[src/rtl/hazard_scoreboard.sv]
// -----------------------------------------------------------------------------
// hazard_scoreboard
//
// Hazard unit for the 5-stage pipeline, extended with a register scoreboard
// and an outstanding-operation counter so that multi-cycle units (mul/div)
// can complete out of order with the main pipe. RAW, WAW and capacity
// hazards against in-flight multi-cycle ops are resolved by stalling Decode.
//
// Ports
//   clk, rst                   clock, synchronous active-high reset
//   rs1_d, rs2_d, rd_d         Decode source / destination indices
//   reg_write_d, mc_d          Decode writes rd_d / is a multi-cycle op
//   rs1_e, rs2_e, rd_e         Execute indices
//   load_e, mc_e, pc_src_e     Execute is a load / issues a multi-cycle op /
//                              redirects the front end
//   rd_m, reg_write_m          Memory-stage writer
//   rd_w, reg_write_w          Writeback-stage writer
//   mc_done, mc_done_rd        multi-cycle completion strobe and destination
//   stall_f, stall_d           hold PC and F/D
//   flush_d, flush_e           bubble F/D and D/E
//   fwd_a_e, fwd_b_e           00 reg file, 10 M-stage result, 01 W-stage result
//   mc_busy                    at least one multi-cycle op outstanding
//   mc_err                     sticky protocol error
//
// Optional feature macro: HAZARD_SB_PERF_EN
//   Adds stall_cycles / flush_cycles saturating counters (CNT_W bits each).
// -----------------------------------------------------------------------------
module hazard_scoreboard #(
    parameter int NREG     = 32,
    parameter int AW       = 5,
    parameter int MC_DEPTH = 2,
    parameter int CNT_W    = 32
) (
    input  logic          clk,
    input  logic          rst,
    input  logic [AW-1:0] rs1_d,
    input  logic [AW-1:0] rs2_d,
    input  logic [AW-1:0] rd_d,
    input  logic          reg_write_d,
    input  logic          mc_d,
    input  logic [AW-1:0] rs1_e,
    input  logic [AW-1:0] rs2_e,
    input  logic [AW-1:0] rd_e,
    input  logic          load_e,
    input  logic          mc_e,
    input  logic          pc_src_e,
    input  logic [AW-1:0] rd_m,
    input  logic          reg_write_m,
    input  logic [AW-1:0] rd_w,
    input  logic          reg_write_w,
    input  logic          mc_done,
    input  logic [AW-1:0] mc_done_rd,
    output logic          stall_f,
    output logic          stall_d,
    output logic          flush_d,
    output logic          flush_e,
    output logic [1:0]    fwd_a_e,
    output logic [1:0]    fwd_b_e,
    output logic          mc_busy,
    output logic          mc_err
`ifdef HAZARD_SB_PERF_EN
    ,
    output logic [CNT_W-1:0] stall_cycles,
    output logic [CNT_W-1:0] flush_cycles
`endif
);

    localparam int              NP      = 2 ** AW;
    localparam int              OW      = 4;  // MC_DEPTH is at most 15
    localparam logic [OW-1:0]   DEPTH_L = OW'(MC_DEPTH);
    localparam logic [AW:0]     NREG_L  = (AW + 1)'(NREG);
    localparam logic [AW-1:0]   ZERO_R  = {AW{1'b0}};
    localparam logic [NP-1:0]   ONE_HOT = {{(NP - 1){1'b0}}, 1'b1};

    logic [NP-1:0] pending_q, pending_d;
    logic [OW-1:0] outstanding_q, outstanding_d;
    logic          mc_err_q, mc_err_d;

    logic          stall_s;
    logic [OW:0]   occupancy_s;
    logic [NP-1:0] set_mask_s, clr_mask_s;
    logic          done_bad_s, issue_bad_s;

    // Forwarding select: M beats W, x0 never forwards.
    function automatic logic [1:0] fwd_sel(input logic [AW-1:0] rs,
                                           input logic          wm,
                                           input logic [AW-1:0] rdm,
                                           input logic          ww,
                                           input logic [AW-1:0] rdw);
        logic [1:0] sel;
        if (wm && (rdm != ZERO_R) && (rdm == rs)) begin
            sel = 2'b10;
        end else if (ww && (rdw != ZERO_R) && (rdw == rs)) begin
            sel = 2'b01;
        end else begin
            sel = 2'b00;
        end
        return sel;
    endfunction

    // A register is busy if it is pending or is being issued to right now.
    function automatic logic hit(input logic [AW-1:0] x,
                                 input logic [NP-1:0] pend,
                                 input logic          issue,
                                 input logic [AW-1:0] issue_rd);
        return (x != ZERO_R) && (pend[x] || (issue && (issue_rd == x)));
    endfunction

    // Hazard detection and the pipeline control outputs.
    always_comb begin
        occupancy_s = {1'b0, outstanding_q} + {{OW{1'b0}}, mc_e};
        stall_s = (load_e && (rd_e != ZERO_R) && ((rd_e == rs1_d) || (rd_e == rs2_d)))
                | hit(rs1_d, pending_q, mc_e, rd_e)
                | hit(rs2_d, pending_q, mc_e, rd_e)
                | (reg_write_d && hit(rd_d, pending_q, mc_e, rd_e))
                | (mc_d && (occupancy_s >= {1'b0, DEPTH_L}));
        // A redirect squashes the Decode instruction, so it overrides the hold.
        stall_f = stall_s & ~pc_src_e;
        stall_d = stall_s & ~pc_src_e;
        flush_d = pc_src_e;
        flush_e = stall_s | pc_src_e;
        fwd_a_e = fwd_sel(rs1_e, reg_write_m, rd_m, reg_write_w, rd_w);
        fwd_b_e = fwd_sel(rs2_e, reg_write_m, rd_m, reg_write_w, rd_w);
        mc_busy = (outstanding_q != {OW{1'b0}});
        mc_err  = mc_err_q;
    end

    // Scoreboard, outstanding counter and error next-state.
    always_comb begin
        clr_mask_s = (mc_done && (mc_done_rd != ZERO_R)) ? (ONE_HOT << mc_done_rd) : {NP{1'b0}};
        set_mask_s = (mc_e && (rd_e != ZERO_R) && ({1'b0, rd_e} < NREG_L))
                   ? (ONE_HOT << rd_e) : {NP{1'b0}};
        // Clear first, then set, so a same-register issue wins over completion.
        pending_d = (pending_q & ~clr_mask_s) | set_mask_s;

        done_bad_s  = mc_done && ((outstanding_q == {OW{1'b0}})
                    || ((mc_done_rd != ZERO_R) && !pending_q[mc_done_rd]));
        issue_bad_s = mc_e && (outstanding_q == DEPTH_L);
        mc_err_d    = mc_err_q | done_bad_s | issue_bad_s;

        outstanding_d = outstanding_q;
        case ({mc_e, mc_done})
            2'b10: begin
                if (outstanding_q == DEPTH_L) begin
                    outstanding_d = outstanding_q;
                end else begin
                    outstanding_d = outstanding_q + {{(OW - 1){1'b0}}, 1'b1};
                end
            end
            2'b01: begin
                if (outstanding_q == {OW{1'b0}}) begin
                    outstanding_d = outstanding_q;
                end else begin
                    outstanding_d = outstanding_q - {{(OW - 1){1'b0}}, 1'b1};
                end
            end
            default: outstanding_d = outstanding_q;
        endcase
    end

    // Tracking state registers.
    always_ff @(posedge clk) begin
        if (rst) begin
            pending_q     <= {NP{1'b0}};
            outstanding_q <= {OW{1'b0}};
            mc_err_q      <= 1'b0;
        end else begin
            pending_q     <= pending_d;
            outstanding_q <= outstanding_d;
            mc_err_q      <= mc_err_d;
        end
    end

`ifdef HAZARD_SB_PERF_EN
    logic [CNT_W-1:0] stall_cycles_q, stall_cycles_d;
    logic [CNT_W-1:0] flush_cycles_q, flush_cycles_d;

    // Saturating perf counter next-state.
    always_comb begin
        if (stall_d && !(&stall_cycles_q)) begin
            stall_cycles_d = stall_cycles_q + {{(CNT_W - 1){1'b0}}, 1'b1};
        end else begin
            stall_cycles_d = stall_cycles_q;
        end
        if (flush_d && !(&flush_cycles_q)) begin
            flush_cycles_d = flush_cycles_q + {{(CNT_W - 1){1'b0}}, 1'b1};
        end else begin
            flush_cycles_d = flush_cycles_q;
        end
    end

    // Perf counter registers.
    always_ff @(posedge clk) begin
        if (rst) begin
            stall_cycles_q <= {CNT_W{1'b0}};
            flush_cycles_q <= {CNT_W{1'b0}};
        end else begin
            stall_cycles_q <= stall_cycles_d;
            flush_cycles_q <= flush_cycles_d;
        end
    end

    assign stall_cycles = stall_cycles_q;
    assign flush_cycles = flush_cycles_q;
`endif

endmodule

[config.mk]
export PLATFORM = sky130hd
export DESIGN_NAME = hazard_scoreboard
export DESIGN_NICKNAME = d
export VERILOG_FILES = /design/src/rtl/hazard_scoreboard.sv
export SDC_FILE = /design/constraint.sdc
export NUM_CORES = 1
export LEC_CHECK = 0
export ABC_AREA = 1
export CORE_ASPECT_RATIO = 2
export CORE_MARGIN = 2
export CORE_UTILIZATION = 54
export DETAILED_ROUTE_END_ITERATION = 10
export GPL_TIMING_DRIVEN = 0
export PLACE_DENSITY_LB_ADDON = 0.3
export SETUP_SLACK_MARGIN = 0.2
export SYNTH_ARGS = -nofsm -noshare
export SYNTH_HDL_FRONTEND = slang
export SYNTH_SLANG_ARGS = --single-unit
[constraint.sdc]
create_clock -name clk -period 2.2 [get_ports clk]
set_input_delay 0.44 -clock clk [delete_from_list [all_inputs] [get_ports clk]]
set_output_delay 0.44 -clock clk [all_outputs]
set_load 0.005 [all_outputs]
Yosys cells after proc, flatten, opt, wreduce, memory -nomap -nowiden
Cells that the tools add are included.

Register bits after elaboration: 37. Bits of input ports: 55. Output and inout bits: 10. Logic and storage cells: 92.

Add/sub/neg operators: 3. Magnitude comparators: 5. Equality and inequality tests: 12. Shifts and indexed selects: 2. Multiplexer cells: 17. Bitwise operators: 12. Reduce and logical (&&, ||, !) cells: 38.

Operators by type and width (count): $mux 32 (2); $shl 1x5->32 const A (2); $eq 5x5->1 (7); $reduce_bool 5->1 (7); $and 32x32->32 (1); $not 32->32 (1); $or 32x32->32 (1); $lt 5x6->1 const B (4); $logic_and 1x1->1 (21); $bmux 1 s5 (4); $mux 4 (2); $pmux 4 s2 (1); $or 1x1->1 (7); $mux 1 (6); $add 4x1->5 (1); $ge 5x2->1 const B (1); $logic_or 1x1->1 (5); $add 4x1->4 const B (1); $eq 4x2->1 const B (1); $logic_not 4->1 (1); $mux 2 (2); $ne 2x2->1 const B (2); $reduce_bool 4->1 (1); $sub 4x1->4 const B (1); 7 further kinds (7).

Depth between registers and ports, before layout
Gate-level depths: netlist of the first run.

Depth in word-level cells: 9. Mapped depth: 17. Gate-level depth less buffers: 14.

Worst setup path after synthesis of the first run
Ideal clock, no wire load.

Kind: input -> output. Start point: in rs2_d[0]. End point: out stall_f. Arrival time: 1.580 ns. Path slack: 0.180 ns. Cell stages on the path: 11. Buffers on the path: 3. Cell sequence: buf_6 -> buf_6 -> xnor2_1 -> nand4_1 -> or2_0 -> nand2_1 -> nand2_1 -> nand2_1 -> nor2_2 -> nor2_1 -> buf_4.

Word-level cells in the longest chain between the ends: 8. Elaborated cells on any way between the ends: 14. Those cells by class: eq/ne: 1; mux: 2; bitwise: 5; reduce/logical: 6.

RTL lines: start: declaration (line 37) `input logic [AW-1:0] rs2_d,`; $bmux 1 s5 or $eq 5x5->1 (tied branches) (line 106, 112); $mux 1 (implied by the code) (tied with other cells) (line 106) `return (x != ZERO_R) && (pend[x] || (issue && (issue_rd == x)));`; $logic_or 1x1->1 or $logic_and 1x1->1 (tied branches) (line 106, 112); $logic_and 1x1->1 or $or 1x1->1 (tied branches) (line 106, 113); $or 1x1->1 * (line 114) `| hit(rs2_d, pending_q, mc_e, rd_e)`; $or 1x1->1 * (line 115) `| (reg_write_d && hit(rd_d, pending_q, mc_e, rd_e))`; $or 1x1->1 * (line 116) `| (mc_d && (occupancy_s >= {1'b0, DEPTH_L}));`; $and 1x1->1 *; end: declaration (line 53) `output logic stall_f,`.

Mark *: on every way between the ends. The rest lies on a longest branch, timed or not. The select of a mux whose other input is x is not followed.

Worst setup path after layout of the first run
Start point: reg pending_q[27]. End point: out stall_f.

Word-level cells in the longest chain between the ends: 9. Elaborated cells on any way between the ends: 18. Those cells by class: mux: 6; bitwise: 5; reduce/logical: 7.

RTL lines: start: declaration (line 75) `logic [NP-1:0] pending_q, pending_d;`; start signal: assignment (line 164) `pending_q <= {NP{1'b0}};`; start signal: assignment (line 168) `pending_q <= pending_d;`; $bmux 1 s5 (line 106); $mux 1 (implied by the code) (line 106); $logic_or 1x1->1 (line 106); $logic_and 1x1->1 (line 106); $or 1x1->1 (line 113) `| hit(rs1_d, pending_q, mc_e, rd_e)`; $or 1x1->1 (line 114); $or 1x1->1 * (line 115); $or 1x1->1 * (line 116); $and 1x1->1 * (line 118) `stall_f = stall_s & ~pc_src_e;`.

Marked as above.

==> metrics.txt, run 1 <==
first-pass GRT wire length about 26 mm; Num CTS Buffers 5; Vias/cell between 6 and 7; drt initial violations 545; vias in the first global route between 4000 and 5000; post-route insts no fill about 820; max-slew violation count 0; Clock Latency Late Sink between 200 and 300 ps; Final Cycle Share 107%; Post-Syn Nets ~700; Ys Warns 0; synthesized flop and latch total 37; Max Cap Viol 0; I/O Buffers between 50 and 60; chip height around 120 um; Layout area overhead 37.3%; row count 42; pre-CTS setup slack -1110 ps; DIE AREA approximately 7500 um^2; GRT Util Overall roughly 44%; clock sinks 37; Overflow after GRT 0; CP most frequent cell nand2_1; crit path DAT 1920 ps; largest net degree at the start of global routing 12; max_slew headroom between 30% and 40%; Design Area, Final a little over 5000 um^2; DRT Wirelength between 15 and 20 mm; Crit-path slowest cell dfxtp_2; Core Area roughly 6600 um^2; Root Driver clkbuf_16; placer congestion estimate 1.04; Worst Skew 3.43 ps; Top Ports 65; Final Setup Violations 3; Post-Syn Area per Cell a little under 6 um^2; DR vias 5125; crit path time final roughly 2400 ps; drt wl/cell roughly 21 um; status finished, violations left; Reg clk slew, reported paths 60 ps; final-report hold violation count 0; Cells after Synth ~640; Ant. Diodes 0; most common cell after layout, fill and taps aside nand2_1; Hold Path Class input pin to flip-flop; CTS max path bufs 2; commonest non-fill, non-tap cells in the layout 163 x nand2_1, 87 x nand3_1, 46 x a21oi_1, 34 x nor2_1, 34 x inv_2; Syn Std Cell Area 3670 um^2; dpl cell area about 4400 um^2; number of remaining DRC errors 0; setup ws final -163 ps; Tot Pwr between 2000 and 2500 uW; violated checks setup timing; Cell variety after synth 37; leakage power around 0.0023 uW; layout cells sized above 1 between 20% and 30%; Initial Util between 50 and 60%; Post-DRT Antenna Nets 0; Crit Path Class flip-flop to output port; Max IR drop VDD 0.000771 V; crit path launch type flip-flop; Final #Nets 790; RSZ-0062 raised after global routing true; Worst-Margin Slew 956 ps; CTS H-tree lvls 2; Peak Freq roughly 420 MHz; initial antenna violation count 0; power per standard cell area 457 nW/um^2; crit end category output port; Largest stage delay, worst path 360 ps; first drt pass iteration count 6; CTS tree built; Die Width just over 60 um; DP HPWL 12.4 mm; WP data required ~1800 ps; CP cell instances inv_2 > nand2_1 > nand3_1 > nand3_2 > nand3_2 > nand2_1 > nand2_1 > nand3_2 > nand2_1 > nand2_1 > nor2_2 > nor2_2 > buf_4 > buf_6; crit-path max FO 3; Post-Place Cells slightly below 800; post-synthesis sequential area ratio slightly above 20%
metal layers:
metal | wire length (um) | GRT usage [%]
met1 | 5250 | 41.1
met4 | 1830 | 43.5
met5 | 0 | 0
met2 | 8580 | 79.9
met3 | 1410 | 7.07
per-stage QoR:
stage	hold WS [ps]	util (%)	TNS, ps
6_report	473	76.2	-359
5_1_grt	504	76.2	-624
4_1_cts	478	71.6	-253
3_5_place_dp	470	66.0	-8110
3_3_place_gp	461	66.0	-7460
2_1_floorplan	442	-	0
power by group:
| group | switching (uW) | total, uW | internal [uW] |
|---|---|---|---|
| clock network | 293 | 773 | 480 |
| registers | 28.2 | 717 | 689 |
| logic | 476 | 813 | 337 |
| total | 797 | 2300 | 1510 |
state kept, by name, indices dropped and copies added (netlist names):
signal and count:
pending_q 32, outstanding_q 4, mc_err 1
final cells by class:
cell class,instances,area [um^2]
Buffer,27,220
Clock buffer,7,153
Clock inverter,1,5.00
Fill cell,559,1580
Inverter,76,322
Multi-Input combinational cell,497,2720
Sequential cell,37,778
Tap cell,88,110
Timing Repair Buffer,85,733
Timing Repair inverter,1,3.75
timing repair:
action | CTS | global route
endpoints found under the hold margin | 0 | 0
cloned | 2 | 2
resized for setup | 176 | 102
endpoints found under the setup margin | 16 | 24
hold buffers | 0 | 0
setup buffers | 15 | 10
pin swaps | 21 | 38
cell families after synthesis:
kind of cell             after synthesis  synth area share [%]
buffers and inverters                103                  12.7
adder cells (fa/ha/maj)                5                  1.91
AO/OA/AOI/OAI                        115                  17.3
flip-flops                            37                  20.2
AND/OR/NAND/NOR                      350                  41.5
XOR/XNOR                              27                  6.44
critical path: cells and delay by family (launching register included):
family / cells / cell delay [ps]
simple gates: 11 / 910
buf+inv: 3 / 370
flops: 1 / 360
cell usage after synthesis (all sizes together):
cell type | count | area (um^2)
dfxtp | 37 | 741
o41ai | 1 | 8.76
nor2 | 44 | 175
nand4 | 10 | 62.6
a211oi | 3 | 22.5
or4 | 1 | 7.51
nor3 | 6 | 30.0
o21bai | 1 | 7.51
nand3 | 99 | 500
xor2 | 13 | 114
a21oi | 49 | 245
o21ai | 40 | 200
o31ai | 1 | 7.51
nor4 | 6 | 37.5
buf | 20 | 149
fa | 1 | 20.0
clkbuf | 7 | 26.3
a22oi | 7 | 52.6
inv | 75 | 287
ha | 4 | 50.1
nand2 | 179 | 679
o22ai | 4 | 25.0
o211ai | 9 | 67.6
clkinv | 1 | 3.75
xnor2 | 14 | 123
or2 | 5 | 31.3
path summary, 6_finish.rpt:
path / slack [ps] / end / startpoint / cells after the start
worst min-delay path: 470 / mc_err / mc_done / 3
worst max register to register: 520 / outstanding_q[3] / outstanding_q[2] / 8
worst max-delay path: -160 / stall_f / pending_q[27] / 14
worst min register to register: 490 / pending_q[21] / pending_q[21] / 2
No activity file was read; power rests on OpenSTA's default activity.
==> run 2: changes to the inputs <==
Settings changed: HOLD_SLACK_MARGIN from default to 0.02.
==> results of run 2 <==
Same layout as run 1: the final DEF is identical, and so are final timing and power.
